===== config.mk =====
export PLATFORM = sky130hd
export DESIGN_NAME = dmem_access_ctrl
export DESIGN_NICKNAME = d
export VERILOG_FILES = /design/src/rtl/dmem_access_ctrl.sv
export SDC_FILE = /design/constraint.sdc
export NUM_CORES = 1
export LEC_CHECK = 0
export ABC_AREA = 1
export CAP_MARGIN = 20
export CORE_MARGIN = 4
export CORE_UTILIZATION = 41
export CTS_CLUSTER_DIAMETER = 120
export CTS_CLUSTER_SIZE = 16
export DETAILED_ROUTE_END_ITERATION = 6
export GPL_TIMING_DRIVEN = 0
export PLACE_DENSITY = 0.92
export SYNTH_ARGS = -nofsm -noshare
export SYNTH_HDL_FRONTEND = slang
export SYNTH_SLANG_ARGS = --single-unit

===== constraint.sdc =====
create_clock -name clk_i -period 3.2 [get_ports clk_i]
set_input_delay 0.32 -clock clk_i [delete_from_list [all_inputs] [get_ports clk_i]]
set_output_delay 0.32 -clock clk_i [all_outputs]
set_load 0.005 [all_outputs]

===== src/rtl/dmem_access_ctrl.sv =====
// Data-memory requester: latches one load/store, holds the request until acked, stalls the pipeline meanwhile.
// Optional build macro DMEM_TIMEOUT_EN adds a BUSY wait counter that aborts an unacknowledged access after TIMEOUT cycles.
module dmem_access_ctrl #(
    parameter int ADDR_W  = 5,
    parameter int TIMEOUT = 16
) (
    input  logic              clk_i,
    input  logic              rst_i,
    input  logic              memRead_i,
    input  logic              memWrite_i,
    input  logic [31:0]       addr_i,
    input  logic [31:0]       wdata_i,
    output logic              stall_o,
    output logic [31:0]       rdata_o,
    output logic              rdata_valid_o,
    output logic              err_o,
    output logic              mem_req_o,
    output logic              mem_we_o,
    output logic [ADDR_W-1:0] mem_addr_o,
    output logic [31:0]       mem_wdata_o,
    input  logic              mem_ack_i,
    input  logic [31:0]       mem_rdata_i
);

    typedef enum logic [1:0] {
        S_IDLE = 2'd0,
        S_BUSY = 2'd1,
        S_DONE = 2'd2
    } state_t;

    state_t r_state;
    state_t w_next_state;

    logic w_access;
    logic w_illegal;
    logic w_timeout;

    if (TIMEOUT < 1 || TIMEOUT > 255) begin : g_bad_timeout
        $error("dmem_access_ctrl: TIMEOUT must be in 1..255");
    end

    assign w_access  = memRead_i | memWrite_i;
    assign w_illegal = (addr_i[1:0] != 2'b00) || (addr_i[31:ADDR_W+2] != '0);

`ifdef DMEM_TIMEOUT_EN
    logic [7:0] r_wait_cnt;

    // Counter value is the number of unacked BUSY cycles already spent.
    assign w_timeout = (r_state == S_BUSY) && !mem_ack_i && (r_wait_cnt == 8'(TIMEOUT - 1));

    always_ff @(posedge clk_i) begin
        if (rst_i || r_state != S_BUSY) begin
            r_wait_cnt <= 8'd0;
        end else if (!mem_ack_i) begin
            r_wait_cnt <= r_wait_cnt + 8'd1;
        end
    end
`else
    assign w_timeout = 1'b0;
`endif

    always_ff @(posedge clk_i) begin
        if (rst_i) begin
            r_state <= S_IDLE;
        end else begin
            r_state <= w_next_state;
        end
    end

    always_comb begin
        w_next_state = r_state;
        case (r_state)
            S_IDLE:  if (w_access && !w_illegal) w_next_state = S_BUSY;
            S_BUSY:  if (mem_ack_i || w_timeout) w_next_state = S_DONE;
            S_DONE:  w_next_state = S_IDLE;
            default: w_next_state = S_IDLE;
        endcase
    end

    always_comb begin
        stall_o   = 1'b0;
        mem_req_o = 1'b0;
        case (r_state)
            S_IDLE:  stall_o = w_access & ~w_illegal;
            S_BUSY: begin
                stall_o   = 1'b1;
                mem_req_o = 1'b1;
            end
            default: ;
        endcase
    end

    // Write priority: a simultaneous read+write is issued as a write.
    always_ff @(posedge clk_i) begin
        if (rst_i) begin
            mem_we_o      <= 1'b0;
            mem_addr_o    <= '0;
            mem_wdata_o   <= '0;
            rdata_o       <= '0;
            rdata_valid_o <= 1'b0;
            err_o         <= 1'b0;
        end else begin
            rdata_valid_o <= 1'b0;
            err_o         <= 1'b0;
            case (r_state)
                S_IDLE: begin
                    if (w_access && w_illegal) begin
                        err_o <= 1'b1;
                    end else if (w_access) begin
                        mem_we_o    <= memWrite_i;
                        mem_addr_o  <= addr_i[ADDR_W+1:2];
                        mem_wdata_o <= wdata_i;
                    end
                end
                S_BUSY: begin
                    if (mem_ack_i) begin
                        if (!mem_we_o) begin
                            rdata_o       <= mem_rdata_i;
                            rdata_valid_o <= 1'b1;
                        end
                    end else if (w_timeout) begin
                        err_o <= 1'b1;
                        if (!mem_we_o) begin
                            rdata_o       <= 32'hDEADBEEF;
                            rdata_valid_o <= 1'b1;
                        end
                    end
                end
                default: ;
            endcase
        end
    end

endmodule

==> summary.md <==
| Metric | Value |
|---|---|
| Outcome | finished clean |
| # Post-CTS Setup Buffers | 0 |
| Worst path slowest cell | clkdlybuf4s50_1 |
| Row Count | 31 |
| Final setup viols | 0 |
| CTS Sinks | 74 |
| Fillers | 598 |
| Slew HR | 65.9% |
| Fin crit share | 83.9% |
| Register area share after synthesis | 47.9% |
| Number of global-route vias before repair | 3420 |
| First-pass GRT wire length | 15.4 mm |
| Nets | 739 |
| Critical path's top delay family | buffers and inverters |
| Share of layout cells above drive strength 1 | 5.44% |
| Reg clk slew, reported paths | 0.08 ns |
| Layout Utilization | 71.0% |
| Leading area contributor after synthesis | dfxtp_1 |
| Routed vias/inst | 4.71 |
| Required @ worst endpoint | 2.88 ns |
| Post-Syn Area | 3090 um^2 |
| Max-cap viol count | 0 |
| Tmin final | 2.69 ns |
| Post-synth top area share | 47.9% |
| GR Util met1 | 22.4% |
| Die Ht | 94.9 um |
| GR peak layer | met2 |
| Core area | 7290 um^2 |
| Via Count | 3494 |
| Initial antenna violation count | 0 |
| Top cells by area, synth | dfxtp_1, nor2_1, inv_1, nand2_1, nand3_1 |
| GRT Overall Usage | 21.7% |
| Wire per inst | 13.2 um |
| WP data arrival | 2.37 ns |
| Synth Warn # | 0 |
| CP cell instances | clkdlybuf4s50_1, nor2_1, nor3_2, buf_2, nand3_1, a21oi_1, clkdlybuf4s50_1 |
| # DRC | 0 |
| TritonCTS clock tree | done |
| Skew-Pair Late Insertion Delay | 0.33 ns |
| Commonest non-fill, non-tap cells in the layout | clkdlybuf4s50_1, nor2_1, dfxtp_1 |
| PD cells | 370 nW/um^2 |
| Register Area | 1480 um^2 |
| Initial Util | 42.4% |
| Final hold violation count | 0 |
| Slew Limit Fails | 0 |
| R2R setup slack | 1.62 ns |
| Synth Register Bits | 74 |
| Hold/Removal Path Class | register to register |
| Multi-input logic area | 1250 um^2 |
| DRT Wirelength | 9.77 mm |
| Unrepaired setup endpoints after global routing | false |
| Antenna Violating Nets Remaining | 0 |
| Grt ovf | 0 |
| Max VDD drop | 0.229 mV |
| DP Wirelength | 7.83 mm |
| H-tree Lvls | 3 |
| Worst Path Buf+Inv | 3 |
| Drt pass-1 iters | 5 |
| Layout area overhead | 67.4% |
| Clock Skew | 0.00440 ns |
| # IOs | 175 |
| Gate Count Post-Synth | 453 |
| CTS Buffer Depth | 2 |
| Startpoint Class | primary input |
| Critical path class | primary input to output port |
| GPL Wtd Cong | 0.789 |
| Crit path max fanout | 10 |
| Slew @ Worst Pin | 0.511 ns |
| Global Route met3 Usage | 7.65% |
| Synth cell types | 17 |
| Cell repeated most along the worst path | clkdlybuf4s50_1 |
| Total CTS buffers | 9 |
| Setup crit end kind | output port |
| CTS resizes | 0 |
| Pleak | 2.17 nW |
| Post-Syn Nets | 554 |
| Die area | 9000 um^2 |
| Hold buffer count at CTS | 0 |
| Delay of the slowest cell on the worst path | 0.53 ns |
| Clk root buf | clkbuf_8 |
| Met2 usage | 39.7% |
| Commonest non-fill, non-tap cell in the layout | clkdlybuf4s50_1 |
| Peak Freq | 372 MHz |
| # port buffers | 174 |
| ANT cells | 0 |
| Initial DRC Count | 63 |
| Die Width | 94.9 um |
| Pin count of the biggest net entering global routing | 14 |
| Final TNS setup | 0 ns |
| Synth Area per Inst | 6.83 um^2 |
-- layer usage --
layer	routed length (um)	part of all wire (%)
met1	3640	37
met2	5000	51
met3	952	9.7
met4	174	1.8
met5	0	0
-- worst paths after layout --
path	startpoint	to	cells after the start
setup reg to reg	r_state[1]	mem_we_o	6
hold / removal	rdata_o[27]	rdata_o[27]	2
hold reg to reg	rdata_o[27]	rdata_o[27]	2
setup / recovery	memWrite_i	stall_o	7
-- stage by stage --
step | hold slack (ns) | total power [mW] | instances | setup WS (ns) | cell area, um^2
after floorplan | 0.389 | 1.00 | 453 | 1.82 | 3090
after global placement | 0.461 | 1.14 | 726 | 0.475 | 4960
after detailed placement | 0.470 | 1.15 | 726 | 0.444 | 4960
after CTS | 0.488 | 1.93 | 742 | 0.467 | 5180
after global routing | 0.507 | 1.99 | 742 | 0.363 | 5180
final | 0.484 | 1.91 | 742 | 0.514 | 5180
-- worst register-to-register path: stages (launching register included) --
cell and delay, ns:
dfxtp_1 0.35, nor3_2 0.36, buf_2 0.30, nand3_1 0.22, nand2_1 0.13, nand2_1 0.07, nor2_1 0.10
-- sequential cells by signal, summed over array words and instances, names as in the netlist --
register and flops:
r_state 2, mem_we_o 1, err_o 1, mem_addr_o 5, rdata_o 32, mem_wdata_o 32, rdata_valid_o 1
-- report_power, final --
part	internal, mW	switching, mW
logic	0.129	0.0741
clock network	0.442	0.348
registers	0.921	0.000304
-- layout make-up --
class / count / share of cell area (%)
Buffer: 29 / 2.78
Clock buffer: 10 / 2.47
Clock inverter: 6 / 1.74
Inverter: 58 / 4.21
Multi-Input combinational cell: 292 / 24.1
Sequential cell: 74 / 28.6
Tap cell: 99 / 2.39
Timing Repair Buffer: 174 / 33.6
-- logic make-up (layout without fill, tap and decap cells) --
family	Yosys count	count (layout)	share of synthesized area, %
AND/OR/NAND/NOR	221	221	28.9
buffers and inverters	87	277	11.7
flip-flops	74	74	47.9
AO/OA/AOI/OAI	71	71	11.5
-- cell usage after synthesis --
| library cell | instances |
|---|---|
| nor2_1 | 122 |
| dfxtp_1 | 74 |
| inv_1 | 55 |
| nand2_1 | 55 |
| nand3_1 | 40 |
| a21oi_1 | 39 |
| o21ai_0 | 32 |
| clkbuf_1 | 12 |
| buf_2 | 10 |
| buf_4 | 6 |
| inv_2 | 2 |
| buf_1 | 1 |
| clkinv_1 | 1 |
| nand3b_1 | 1 |
| nor2_2 | 1 |
| nor3_2 | 1 |
| nor4_1 | 1 |
(Power assumes the default switching activity.)
